**config.mk**
```make
export PLATFORM = sky130hd
export DESIGN_NAME = riscv_rf_wb_scheduler_flat
export DESIGN_NICKNAME = d
export VERILOG_FILES = /design/src/rtl/riscv_rf_sched_pkg.sv /design/src/rtl/riscv_rf_wb_scheduler_if.sv /design/src/rtl/riscv_rf_scoreboard.sv /design/src/rtl/riscv_rf_wb_scheduler.sv /design/src/flat_wrapper.sv
export SDC_FILE = /design/constraint.sdc
export NUM_CORES = 1
export LEC_CHECK = 0
export CORE_AREA = 3 3 90 157
export CTS_CLUSTER_SIZE = 12
export DETAILED_ROUTE_END_ITERATION = 8
export DIE_AREA = 0 0 93 160
export PLACE_DENSITY = 0.85
export SLEW_MARGIN = 0
export SYNTH_ARGS = -nofsm -noshare
export SYNTH_HDL_FRONTEND = slang
export SYNTH_SLANG_ARGS = --single-unit
```
**constraint.sdc**
```tcl
create_clock -name clk -period 6.99 [get_ports clk]
set_input_delay 0.699 -clock clk [delete_from_list [all_inputs] [get_ports clk]]
set_output_delay 0.699 -clock clk [all_outputs]
set_load 0.1 [all_outputs]
```
**src/rtl/riscv_rf_sched_pkg.sv**
```systemverilog
// ---------------------------------------------------------------------------
// riscv_rf_sched_pkg
// Shared types and constants for the register-file writeback scheduler.
//   ADDR_WIDTH_DEF / DATA_WIDTH_DEF : default register address / data widths
//   NUM_REGS                        : number of architectural registers
//   wb_src_e                        : which unit produced a registered write
//   wb_req_t                        : one registered write-port request
//   clears_busy()                   : true for sources that retire long ops
// ---------------------------------------------------------------------------
package riscv_rf_sched_pkg;

    localparam int ADDR_WIDTH_DEF = 5;
    localparam int DATA_WIDTH_DEF = 32;
    localparam int NUM_REGS       = 2 ** ADDR_WIDTH_DEF;

    typedef enum logic [1:0] {
        SRC_NONE,
        SRC_ALU,
        SRC_MUL,
        SRC_LSU
    } wb_src_e;

    // valid here already folds in the x0 filter: it is the register-file
    // write enable, not merely "a handshake happened".
    typedef struct packed {
        logic                      valid;
        logic [ADDR_WIDTH_DEF-1:0] rd;
        logic [DATA_WIDTH_DEF-1:0] wdata;
    } wb_req_t;

    // Only long-latency units own scoreboard entries; ALU results never
    // retire a busy bit.
    function automatic logic clears_busy(input wb_src_e src);
        return (src == SRC_MUL) || (src == SRC_LSU);
    endfunction

endpackage

```
**src/rtl/riscv_rf_wb_scheduler_if.sv**
```systemverilog
// ---------------------------------------------------------------------------
// riscv_rf_wb_scheduler_if
// Bundles the issue, writeback-handshake and register-file write signals of
// the writeback scheduler.
//   slave  : seen by the scheduler (issue/ALU/MUL/LSU in, ready + RF ports out)
//   master : seen by the ID/EX side driving the scheduler
// ---------------------------------------------------------------------------
interface riscv_rf_wb_scheduler_if #(
    parameter int ADDR_WIDTH = 5,
    parameter int DATA_WIDTH = 32
);
    localparam int NUM_REGS = 2 ** ADDR_WIDTH;

    // issue / hazard
    logic                  issue_valid_i;
    logic                  issue_long_i;
    logic [ADDR_WIDTH-1:0] issue_rd_i;
    logic [ADDR_WIDTH-1:0] issue_rs_a_i;
    logic [ADDR_WIDTH-1:0] issue_rs_b_i;
    logic [ADDR_WIDTH-1:0] issue_rs_c_i;
    logic                  issue_rs_c_en_i;
    logic                  issue_ready_o;
    // ALU writeback
    logic                  alu_valid_i;
    logic                  alu_ready_o;
    logic [ADDR_WIDTH-1:0] alu_rd_i;
    logic [DATA_WIDTH-1:0] alu_wdata_i;
    // multiplier writeback
    logic                  mul_valid_i;
    logic                  mul_ready_o;
    logic [ADDR_WIDTH-1:0] mul_rd_i;
    logic [DATA_WIDTH-1:0] mul_wdata_i;
    // load writeback (no backpressure)
    logic                  lsu_valid_i;
    logic [ADDR_WIDTH-1:0] lsu_rd_i;
    logic [DATA_WIDTH-1:0] lsu_wdata_i;
    // register file write ports
    logic                  we_a_o;
    logic [ADDR_WIDTH-1:0] waddr_a_o;
    logic [DATA_WIDTH-1:0] wdata_a_o;
    logic                  we_b_o;
    logic [ADDR_WIDTH-1:0] waddr_b_o;
    logic [DATA_WIDTH-1:0] wdata_b_o;
    // scoreboard
    logic [NUM_REGS-1:0]   busy_o;

    modport slave (
        input  issue_valid_i, issue_long_i, issue_rd_i,
               issue_rs_a_i, issue_rs_b_i, issue_rs_c_i, issue_rs_c_en_i,
               alu_valid_i, alu_rd_i, alu_wdata_i,
               mul_valid_i, mul_rd_i, mul_wdata_i,
               lsu_valid_i, lsu_rd_i, lsu_wdata_i,
        output issue_ready_o, alu_ready_o, mul_ready_o,
               we_a_o, waddr_a_o, wdata_a_o,
               we_b_o, waddr_b_o, wdata_b_o,
               busy_o
    );

    modport master (
        output issue_valid_i, issue_long_i, issue_rd_i,
               issue_rs_a_i, issue_rs_b_i, issue_rs_c_i, issue_rs_c_en_i,
               alu_valid_i, alu_rd_i, alu_wdata_i,
               mul_valid_i, mul_rd_i, mul_wdata_i,
               lsu_valid_i, lsu_rd_i, lsu_wdata_i,
        input  issue_ready_o, alu_ready_o, mul_ready_o,
               we_a_o, waddr_a_o, wdata_a_o,
               we_b_o, waddr_b_o, wdata_b_o,
               busy_o
    );

endinterface

```
**src/rtl/riscv_rf_scoreboard.sv**
```systemverilog
// ---------------------------------------------------------------------------
// riscv_rf_scoreboard
// One busy bit per register for in-flight long-latency destinations.
//   clk, rst_n           : clock, asynchronous active-low reset
//   set_en_i / set_rd_i  : mark rd busy (long op issued)
//   clr_a_*, clr_b_*     : retire rd (long-op write visible on RF port A/B)
//   rs_a/b/c_i, rs_c_en_i, rd_i : operands of the instruction at issue
//   busy_o               : busy vector, bit 0 constant 0
//   hazard_o             : RAW on any used source or WAW on rd
// ---------------------------------------------------------------------------
module riscv_rf_scoreboard #(
    parameter int ADDR_WIDTH = 5
) (
    input  logic                       clk,
    input  logic                       rst_n,
    input  logic                       set_en_i,
    input  logic [ADDR_WIDTH-1:0]      set_rd_i,
    input  logic                       clr_a_en_i,
    input  logic [ADDR_WIDTH-1:0]      clr_a_rd_i,
    input  logic                       clr_b_en_i,
    input  logic [ADDR_WIDTH-1:0]      clr_b_rd_i,
    input  logic [ADDR_WIDTH-1:0]      rs_a_i,
    input  logic [ADDR_WIDTH-1:0]      rs_b_i,
    input  logic [ADDR_WIDTH-1:0]      rs_c_i,
    input  logic                       rs_c_en_i,
    input  logic [ADDR_WIDTH-1:0]      rd_i,
    output logic [2**ADDR_WIDTH-1:0]   busy_o,
    output logic                       hazard_o
);
    localparam int NUM_REGS = 2 ** ADDR_WIDTH;

    logic [NUM_REGS-1:0] busy_q;
    logic [NUM_REGS-1:0] busy_d;

    // x0 is never tracked, so sources/rd equal to x0 can never stall.
    assign busy_d[0] = 1'b0;

    for (genvar gi = 1; gi < NUM_REGS; gi++) begin : g_busy
        localparam logic [ADDR_WIDTH-1:0] IDX = ADDR_WIDTH'(gi);
        logic set_hit;
        logic clr_hit;
        assign set_hit    = set_en_i && (set_rd_i == IDX);
        assign clr_hit    = (clr_a_en_i && (clr_a_rd_i == IDX)) ||
                            (clr_b_en_i && (clr_b_rd_i == IDX));
        // A new long op to the same rd outranks the retirement of the old one.
        assign busy_d[gi] = set_hit || (busy_q[gi] && !clr_hit);
    end

    always_ff @(posedge clk or negedge rst_n) begin
        if (!rst_n) begin
            busy_q <= '0;
        end else begin
            busy_q <= busy_d;
        end
    end

    assign busy_o   = busy_q;
    assign hazard_o = busy_q[rs_a_i] || busy_q[rs_b_i] ||
                      (rs_c_en_i && busy_q[rs_c_i]) || busy_q[rd_i];

endmodule

```
**src/rtl/riscv_rf_wb_scheduler.sv**
```systemverilog
// ---------------------------------------------------------------------------
// riscv_rf_wb_scheduler
// Arbitrates ALU / MUL / LSU results onto the two register-file write ports
// and stalls issue on scoreboard hazards.
//   clk, rst_n : clock, asynchronous active-low reset
//   bus        : riscv_rf_wb_scheduler_if.slave
//                issue_*   -> issue_ready_o (combinational hazard check)
//                alu_*     -> alu_ready_o  (may stall on port A contention)
//                mul_*     -> mul_ready_o  (always 1, owns port A)
//                lsu_*     (always accepted, owns port B)
//                we/waddr/wdata_{a,b}_o : registered RF write ports
//                busy_o    : scoreboard
// ---------------------------------------------------------------------------
module riscv_rf_wb_scheduler
    import riscv_rf_sched_pkg::*;
#(
    parameter int ADDR_WIDTH = ADDR_WIDTH_DEF,
    parameter int DATA_WIDTH = DATA_WIDTH_DEF
) (
    input  logic                    clk,
    input  logic                    rst_n,
    riscv_rf_wb_scheduler_if.slave  bus
);
    logic    alu_ready;
    logic    alu_accept;
    logic    hazard;
    logic    issue_set;
    logic    clr_a_en;
    logic    clr_b_en;
    logic [2**ADDR_WIDTH-1:0] busy;

    wb_req_t port_a_d, port_a_q;
    wb_req_t port_b_d, port_b_q;
    wb_src_e src_a_d, src_a_q;
    wb_src_e src_b_d, src_b_q;

    // ALU yields port A to the MUL. It can borrow port B only if the LSU is
    // idle, and never alongside a MUL write to the same rd so that the later
    // ALU value is the one left in the register file.
    assign alu_ready  = !bus.mul_valid_i ||
                        (!bus.lsu_valid_i && (bus.alu_rd_i != bus.mul_rd_i));
    assign alu_accept = bus.alu_valid_i && alu_ready;

    always_comb begin
        port_a_d = '0;
        port_b_d = '0;
        src_a_d  = SRC_NONE;
        src_b_d  = SRC_NONE;

        if (bus.mul_valid_i) begin
            port_a_d.valid = (bus.mul_rd_i != '0);
            port_a_d.rd    = bus.mul_rd_i;
            port_a_d.wdata = bus.mul_wdata_i;
            src_a_d        = SRC_MUL;
        end else if (alu_accept) begin
            port_a_d.valid = (bus.alu_rd_i != '0);
            port_a_d.rd    = bus.alu_rd_i;
            port_a_d.wdata = bus.alu_wdata_i;
            src_a_d        = SRC_ALU;
        end

        if (bus.lsu_valid_i) begin
            port_b_d.valid = (bus.lsu_rd_i != '0);
            port_b_d.rd    = bus.lsu_rd_i;
            port_b_d.wdata = bus.lsu_wdata_i;
            src_b_d        = SRC_LSU;
        end else if (bus.mul_valid_i && alu_accept) begin
            port_b_d.valid = (bus.alu_rd_i != '0);
            port_b_d.rd    = bus.alu_rd_i;
            port_b_d.wdata = bus.alu_wdata_i;
            src_b_d        = SRC_ALU;
        end
    end

    // Asynchronous reset drops any write already sitting in the port registers.
    always_ff @(posedge clk or negedge rst_n) begin
        if (!rst_n) begin
            port_a_q <= '0;
            port_b_q <= '0;
            src_a_q  <= SRC_NONE;
            src_b_q  <= SRC_NONE;
        end else begin
            port_a_q <= port_a_d;
            port_b_q <= port_b_d;
            src_a_q  <= src_a_d;
            src_b_q  <= src_b_d;
        end
    end

    // The busy bit drops one cycle after the write is on the port, i.e. once
    // the register file actually holds the value; no bypass path needed.
    assign clr_a_en  = port_a_q.valid && clears_busy(src_a_q);
    assign clr_b_en  = port_b_q.valid && clears_busy(src_b_q);
    assign issue_set = bus.issue_valid_i && !hazard && bus.issue_long_i &&
                       (bus.issue_rd_i != '0);

    riscv_rf_scoreboard #(
        .ADDR_WIDTH (ADDR_WIDTH)
    ) u_scoreboard (
        .clk        (clk),
        .rst_n      (rst_n),
        .set_en_i   (issue_set),
        .set_rd_i   (bus.issue_rd_i),
        .clr_a_en_i (clr_a_en),
        .clr_a_rd_i (ADDR_WIDTH'(port_a_q.rd)),
        .clr_b_en_i (clr_b_en),
        .clr_b_rd_i (ADDR_WIDTH'(port_b_q.rd)),
        .rs_a_i     (bus.issue_rs_a_i),
        .rs_b_i     (bus.issue_rs_b_i),
        .rs_c_i     (bus.issue_rs_c_i),
        .rs_c_en_i  (bus.issue_rs_c_en_i),
        .rd_i       (bus.issue_rd_i),
        .busy_o     (busy),
        .hazard_o   (hazard)
    );

    assign bus.busy_o        = busy;
    assign bus.issue_ready_o = !hazard;
    assign bus.alu_ready_o   = alu_ready;
    assign bus.mul_ready_o   = 1'b1;

    assign bus.we_a_o    = port_a_q.valid;
    assign bus.waddr_a_o = ADDR_WIDTH'(port_a_q.rd);
    assign bus.wdata_a_o = DATA_WIDTH'(port_a_q.wdata);
    assign bus.we_b_o    = port_b_q.valid;
    assign bus.waddr_b_o = ADDR_WIDTH'(port_b_q.rd);
    assign bus.wdata_b_o = DATA_WIDTH'(port_b_q.wdata);

endmodule

```
**src/flat_wrapper.sv**
```systemverilog
// flat-port wrapper written by rule: the top's interface ports become plain ports
module riscv_rf_wb_scheduler_flat import riscv_rf_sched_pkg::*;
#(
    parameter int ADDR_WIDTH = ADDR_WIDTH_DEF,
    parameter int DATA_WIDTH = DATA_WIDTH_DEF
)
  (clk, rst_n, bus_issue_valid_i, bus_issue_long_i, bus_issue_rd_i, bus_issue_rs_a_i, bus_issue_rs_b_i, bus_issue_rs_c_i, bus_issue_rs_c_en_i, bus_alu_valid_i, bus_alu_rd_i, bus_alu_wdata_i, bus_mul_valid_i, bus_mul_rd_i, bus_mul_wdata_i, bus_lsu_valid_i, bus_lsu_rd_i, bus_lsu_wdata_i, bus_issue_ready_o, bus_alu_ready_o, bus_mul_ready_o, bus_we_a_o, bus_waddr_a_o, bus_wdata_a_o, bus_we_b_o, bus_waddr_b_o, bus_wdata_b_o, bus_busy_o);
  riscv_rf_wb_scheduler_if #(.ADDR_WIDTH(ADDR_WIDTH), .DATA_WIDTH(DATA_WIDTH)) bus_i ();
  input  logic clk;
  input  logic rst_n;
  input wire logic [$bits(bus_i.issue_valid_i)-1:0] bus_issue_valid_i;
  input wire logic [$bits(bus_i.issue_long_i)-1:0] bus_issue_long_i;
  input wire logic [$bits(bus_i.issue_rd_i)-1:0] bus_issue_rd_i;
  input wire logic [$bits(bus_i.issue_rs_a_i)-1:0] bus_issue_rs_a_i;
  input wire logic [$bits(bus_i.issue_rs_b_i)-1:0] bus_issue_rs_b_i;
  input wire logic [$bits(bus_i.issue_rs_c_i)-1:0] bus_issue_rs_c_i;
  input wire logic [$bits(bus_i.issue_rs_c_en_i)-1:0] bus_issue_rs_c_en_i;
  input wire logic [$bits(bus_i.alu_valid_i)-1:0] bus_alu_valid_i;
  input wire logic [$bits(bus_i.alu_rd_i)-1:0] bus_alu_rd_i;
  input wire logic [$bits(bus_i.alu_wdata_i)-1:0] bus_alu_wdata_i;
  input wire logic [$bits(bus_i.mul_valid_i)-1:0] bus_mul_valid_i;
  input wire logic [$bits(bus_i.mul_rd_i)-1:0] bus_mul_rd_i;
  input wire logic [$bits(bus_i.mul_wdata_i)-1:0] bus_mul_wdata_i;
  input wire logic [$bits(bus_i.lsu_valid_i)-1:0] bus_lsu_valid_i;
  input wire logic [$bits(bus_i.lsu_rd_i)-1:0] bus_lsu_rd_i;
  input wire logic [$bits(bus_i.lsu_wdata_i)-1:0] bus_lsu_wdata_i;
  output wire logic [$bits(bus_i.issue_ready_o)-1:0] bus_issue_ready_o;
  output wire logic [$bits(bus_i.alu_ready_o)-1:0] bus_alu_ready_o;
  output wire logic [$bits(bus_i.mul_ready_o)-1:0] bus_mul_ready_o;
  output wire logic [$bits(bus_i.we_a_o)-1:0] bus_we_a_o;
  output wire logic [$bits(bus_i.waddr_a_o)-1:0] bus_waddr_a_o;
  output wire logic [$bits(bus_i.wdata_a_o)-1:0] bus_wdata_a_o;
  output wire logic [$bits(bus_i.we_b_o)-1:0] bus_we_b_o;
  output wire logic [$bits(bus_i.waddr_b_o)-1:0] bus_waddr_b_o;
  output wire logic [$bits(bus_i.wdata_b_o)-1:0] bus_wdata_b_o;
  output wire logic [$bits(bus_i.busy_o)-1:0] bus_busy_o;
  assign bus_i.issue_valid_i = bus_issue_valid_i;
  assign bus_i.issue_long_i = bus_issue_long_i;
  assign bus_i.issue_rd_i = bus_issue_rd_i;
  assign bus_i.issue_rs_a_i = bus_issue_rs_a_i;
  assign bus_i.issue_rs_b_i = bus_issue_rs_b_i;
  assign bus_i.issue_rs_c_i = bus_issue_rs_c_i;
  assign bus_i.issue_rs_c_en_i = bus_issue_rs_c_en_i;
  assign bus_i.alu_valid_i = bus_alu_valid_i;
  assign bus_i.alu_rd_i = bus_alu_rd_i;
  assign bus_i.alu_wdata_i = bus_alu_wdata_i;
  assign bus_i.mul_valid_i = bus_mul_valid_i;
  assign bus_i.mul_rd_i = bus_mul_rd_i;
  assign bus_i.mul_wdata_i = bus_mul_wdata_i;
  assign bus_i.lsu_valid_i = bus_lsu_valid_i;
  assign bus_i.lsu_rd_i = bus_lsu_rd_i;
  assign bus_i.lsu_wdata_i = bus_lsu_wdata_i;
  assign bus_issue_ready_o = bus_i.issue_ready_o;
  assign bus_alu_ready_o = bus_i.alu_ready_o;
  assign bus_mul_ready_o = bus_i.mul_ready_o;
  assign bus_we_a_o = bus_i.we_a_o;
  assign bus_waddr_a_o = bus_i.waddr_a_o;
  assign bus_wdata_a_o = bus_i.wdata_a_o;
  assign bus_we_b_o = bus_i.we_b_o;
  assign bus_waddr_b_o = bus_i.waddr_b_o;
  assign bus_wdata_b_o = bus_i.wdata_b_o;
  assign bus_busy_o = bus_i.busy_o;
  riscv_rf_wb_scheduler #(.ADDR_WIDTH(ADDR_WIDTH), .DATA_WIDTH(DATA_WIDTH)) u_core (.clk(clk), .rst_n(rst_n), .bus(bus_i));
endmodule
```
## Word-level counts from Yosys, hierarchy flattened

Cells that the tools add are included.

- Order comparisons: 4
- Equal/unequal tests: 98
- Mux-type cells: 16
- Reduce and logical (&&, ||, !) cells: 239

Operator list:

| kind | number |
|---|---|
| $eq A5 B5 Y1 const B | 48 |
| $mux W38 | 4 |
| $logic_and A1 B1 Y1 | 133 |
| $eq A5 B4 Y1 const B | 24 |
| $logic_or A1 B1 Y1 | 68 |
| $eq A5 B3 Y1 const B | 12 |
| $logic_not A1 Y1 | 34 |
| $eq A5 B2 Y1 const B | 6 |
| $lt A5 B6 Y1 const B | 4 |
| $bmux W1 S5 | 4 |
| $reduce_bool A5 Y1 | 4 |
| $eq A5 B1 Y1 const B | 3 |
| $eq A2 B2 Y1 const B | 4 |
| $mux W1 | 6 |
| $ne A5 B5 Y1 | 1 |
| $mux W2 | 2 |

- Register bits after elaboration: 111
- Input port bits: 139
- Output and inout port bits: 111
- Word-level logic and storage cells: 366

## Longest topological paths before layout

- Word-level depth: 11
- Mapped depth: 9
- Gate-level depth less buffers: 6

## Hierarchy

From an unflattened synthesis, not the netlist that was laid out.

- Cell total of the unflattened synthesis: 628
- Area total of the unflattened synthesis: 6009.5 µm²

Modules (own cells, without submodules):

| module | times used | cells an instance | area an instance (µm²) | seq. area each (µm²) |
|---|---|---|---|---|
| riscv_rf_wb_scheduler | 1 | 352 | 3229.3 | 1951.9 |
| riscv_rf_scoreboard | 1 | 276 | 2780.2 | 775.7 |

## Worst setup path after synthesis

No wires, ideal clock.

- Path kind: input to output
- From: in bus_issue_rd_i[1]
- To: out bus_issue_ready_o
- Arrival: 3177 ps
- Data required time: 6291 ps
- Setup slack: 3114 ps
- Stages: 8
- Path buffers: 3
- Path through: clkbuf_1 buf_1 mux4_2 nand3b_1 o2111ai_1 o31ai_1 clkbuf_1 and2b_1

- Cells in the longest elaborated chain, start to end: 4

Ends and longest elaborated chain:

| element | line | RTL |
|---|---|---|
| start, declared | flat_wrapper.sv:13 | `input wire logic [$bits(bus_i.issue_rd_i)-1:0] bus_issue_rd_i;` |
| $bmux W1 S5 | riscv_rf_scoreboard.sv:59 | `(rs_c_en_i && busy_q[rs_c_i]) \|\| busy_q[rd_i];` |
| $mux W1 (implied by the code) | riscv_rf_scoreboard.sv:59 |  |
| $logic_or A1 B1 Y1 | riscv_rf_scoreboard.sv:59 |  |
| $logic_not A1 Y1 | riscv_rf_wb_scheduler.sv:118 | `assign bus.issue_ready_o = !hazard;` |
| end, declared | flat_wrapper.sv:27 | `output wire logic [$bits(bus_i.issue_ready_o)-1:0] bus_issue_ready_o;` |

Every way passes these cells. The select of a mux whose other input is x is not followed.

## Worst setup path in the final report

- From: in bus_issue_rs_b_i[0]
- To: out bus_issue_ready_o

- Cells in the longest elaborated chain, start to end: 6

Ends and longest elaborated chain:

| element | line | RTL |
|---|---|---|
| start, declared | flat_wrapper.sv:15 | `input wire logic [$bits(bus_i.issue_rs_b_i)-1:0] bus_issue_rs_b_i;` |
| $bmux W1 S5 | riscv_rf_scoreboard.sv:58 | `assign hazard_o = busy_q[rs_a_i] \|\| busy_q[rs_b_i] \|\|` |
| $mux W1 (implied by the code) | riscv_rf_scoreboard.sv:58 |  |
| $logic_or A1 B1 Y1 (2 in series) | riscv_rf_scoreboard.sv:58 |  |
| $logic_or A1 B1 Y1 | riscv_rf_scoreboard.sv:59 |  |
| $logic_not A1 Y1 | riscv_rf_wb_scheduler.sv:118 |  |

Every way passes these cells. The select of a mux whose other input is x is not followed.

==> results.py <==
metrics = {
    "pwr": {
        "power.internal_uw": 1440,
        "peakVddDrop_v": 0.000180,
        "p_clk_share_pct": 21.6,
        "power.density_mw_per_mm2": 302,
        "combPwrFrac_pct": 46.8,
        "switching_share_pct": 46.4,
        "power_switching_uw": 1240,
        "power_frac_seq_pct": 31.5,
        "power_uw": 2680,
        "leakagePower_uw": 0.00353,
    },
    "yosys": {
        "synthArstFlopShare_pct": 100,
        "synthCells": 624,
        "yosys.area_share.xor_xnor_pct": 0.721,
        "synth_mux_area_share_pct": 12.1,
        "syn-num-nets": 763,
        "synth_area_mm2": 0.00608,
        "yosys_warnings": 0,
        "synth_adder_area_share_pct": 0,
        "synthSimpleGateAreaFrac_pct": 18.4,
        "synthFlopType": "dfrtp_1",
        "syn_area_per_cell_um2": 9.74,
        "ys_seq_area_share_pct": 44.9,
        "synth_cell_type_count": 52,
        "synth_edf_count": 0,
        "ys_ff_latch": 109,
        "synth_top_family_by_area": "compound AO/OA/AOI/OAI gates",
        "synth_compound_area_share_pct": 19.0,
    },
    "sta": {
        "finalSetupTns_ns": 0,
        "rsz0062_at_grt": "no",
        "finalCriticalPeriod_ns": 5.16,
        "slew_viol_final": 0,
        "setup_violations": 0,
        "hold-worst-slack_ns": 0.371,
        "fmax_ghz": 0.194,
        "relSlewSlack_pct": 22.1,
        "fin_crit_sh_pct": 73.8,
        "worst-slew-pin-transition_ns": 1.17,
        "hold_viol": 0,
        "skew_ns": 0.0118,
    },
    "die": {
        "start_util_pct": 47.0,
        "die_x_um": 93,
        "die-area_mm2": 0.0149,
        "core_area_mm2": 0.0129,
        "fp-row-count": 55,
        "die_h_um": 160,
        "io_pins": 250,
    },
    "worst_setup_path": {
        "r2r_setup_slack_ns": 4.36,
        "slowest_delay_ns": 1.13,
        "worstSetupPathType": "in2out",
        "crit_fanout": 8,
        "crit_path_start_kind": "primary input",
        "endpoint_kind": "primary output",
        "cp_data_arrival_time_ns": 4.46,
        "cp_common_cell": "clkdlybuf4s50_1",
        "worstPathCellList": "clkdlybuf4s50_1 > mux4_2 > mux2i_1 > o32ai_1 > or3_1 > a2111o_1 > and2b_1 > clkdlybuf4s50_1",
        "required_ns": 6.29,
        "cpMaxStageDelayCell": "clkdlybuf4s50_1",
    },
    "routing": {
        "wl_per_cell_um": 21.9,
        "drtIter0Drc": 490,
        "ant_nets": 0,
        "vias_per_cell": 5.86,
        "drc_errors": 0,
        "drt-total-wl_um": 22300,
        "drtPass1Iterations": 5,
        "via_count": 5949,
    },
    "clock_network": {
        "clk_pin_slew_ns": 0.08,
        "numClockSinks": 109,
        "ctsHoldBuffers": 0,
        "cts_buffers": 9,
        "clk_latency_ns": 0.34,
        "cts_buffer_depth": 2,
        "tritoncts": "built",
        "root_buffer": "clkbuf_16",
        "cts_setup_buffers": 0,
        "htreeDepth": 3,
        "cts_resized": 0,
    },
    "status": {
        "outcome": "finished, final reports clean",
    },
    "layout": {
        "seqCellArea_mm2": 0.00273,
        "final_util_pct": 68.7,
        "diodes": 0,
        "final_layout_size_suffix_gt1_share_pct": 7.82,
        "final_common_cell": "clkdlybuf4s50_1",
        "nets": 978,
        "final_cell_mix": "clkdlybuf4s50_1 (245), nand2_1 (140), dfrtp_1 (109), nor2_1 (49), o21ai_0 (41)",
        "syn_to_final_growth_pct": 46.2,
        "multiInputGateArea_mm2": 0.00307,
        "fillers": 1024,
    },
    "global_routing": {
        "grt_pass1_wl_um": 34400,
        "grt_max_degree": 77,
        "grt_usage_pct": 30.0,
        "first_global_vias": 6351,
        "antenna_found_initial": 0,
        "grt-ovfl-total": 0,
    },
    "placed_design": {
        "post-dp-hpwl_um": 17200,
        "io_buffers": 247,
        "place_congestion": 0.932,
    },
    "min_path": {
        "hp-class": "in2async",
    },
    "flow_run": {
        "maxCapViolCount": 0,
    },
}
-- per-layer routing --
metal | up-vias | track usage, % | share of wire, % | wire, µm
met5 | - | 0 | 0 | 0
li1 | 2681 | - | - | -
met3 | 58 | 8.81 | 9.3 | 2060
met1 | 2879 | 29.0 | 30 | 6780
met2 | 331 | 57.6 | 56 | 12600
met4 | 0 | 12.1 | 3.8 | 849
-- final timing paths --
path                                                     startpoint                                        to  cells after the start
min reg2reg                u_core.u_scoreboard.busy_o[10]$_DFF_PN0_  u_core.u_scoreboard.busy_o[10]$_DFF_PN0_                      2
max                                             bus_issue_rs_b_i[0]                         bus_issue_ready_o                      8
max in group asynchronous                                     rst_n  u_core.u_scoreboard.busy_o[14]$_DFF_PN0_                      2
max reg2reg                u_core.u_scoreboard.busy_o[13]$_DFF_PN0_  u_core.u_scoreboard.busy_o[10]$_DFF_PN0_                      7
min                                                           rst_n  u_core.u_scoreboard.busy_o[20]$_DFF_PN0_                      1
min in group clk           u_core.u_scoreboard.busy_o[10]$_DFF_PN0_  u_core.u_scoreboard.busy_o[10]$_DFF_PN0_                      2
-- worst max-delay path: cells and delay by family --
kind / cells / cell delay (ns)
AOI/OAI and AO/OA: 2 / 0.47
buffers and inverters: 2 / 1.92
muxes: 2 / 0.86
and+or+nand+nor: 2 / 0.52
-- flip-flops by register name (all words and copies together) (netlist names) --
signal,cells
u_core.src_a_q,1
u_core.bus.waddr_b_o,5
u_core.src_b_q,1
u_core.bus.we_b_o,1
u_core.u_scoreboard.busy_o,31
u_core.bus.we_a_o,1
u_core.bus.wdata_b_o,32
u_core.bus.waddr_a_o,5
u_core.bus.wdata_a_o,32
-- power groups by stage --
stage               Sequential (µW)  Clock [µW]  Combinational [µW]
CTS                             841         587                1260
finish                          844         579                1250
global placement                850           0                1240
floorplan                      1420           0                 297
global route                    856         611                1300
detailed placement              854           0                1250
-- layout make-up --
cell class | instances | area share, %
clock inverter | 5 | 1.21
timing repair buffer | 253 | 28.3
sequential | 109 | 30.7
tap | 171 | 2.41
clock buffer | 11 | 2.62
inverter | 6 | 0.254
multi-input combinational | 460 | 34.5
-- Yosys cell counts, types with 3 or more instances --
library cell	count	area (µm²)
nor3b_1	5	37.5
clkbuf_1	33	124
buf_1	3	11.3
or4_1	3	22.5
dfrtp_1	109	2730
or3_1	4	25.0
inv_1	6	22.5
mux4_1	5	131
mux4_2	20	450
xor2_1	3	26.3
a22oi_1	23	173
nand3_1	7	35.0
a21oi_1	4	20.0
nor3_1	6	30.0
o21ai_0	41	205
nand4_1	3	18.8
nand3b_1	7	52.6
buf_6	8	90.1
nand2_1	140	526
nor2b_1	14	87.6
o21ai_2	16	140
nand2b_1	5	31.3
nor2_1	49	184
a32oi_1	8	70.1
mux2i_1	12	120
a22o_1	40	350
a221oi_1	5	43.8
o21ai_1	14	70.1
-- per-stage QoR --
step                      cells  area, µm²  setup slack, ns
after floorplan             624       6080             3.11
after global placement      999       8540             1.84
after detailed placement    999       8540             1.82
after CTS                  1015       8880             1.82
after global routing       1015       8880             1.75
final                      1015       8880             1.83
-- logic make-up after synthesis --
kind of cell    count (synthesis)
compound gates                161
simple gates                  252
mux                            40
xor+xnor                        5
flops                         109
other cells                     2
buf+inv                        55
Power figures use the tool's default switching activity.
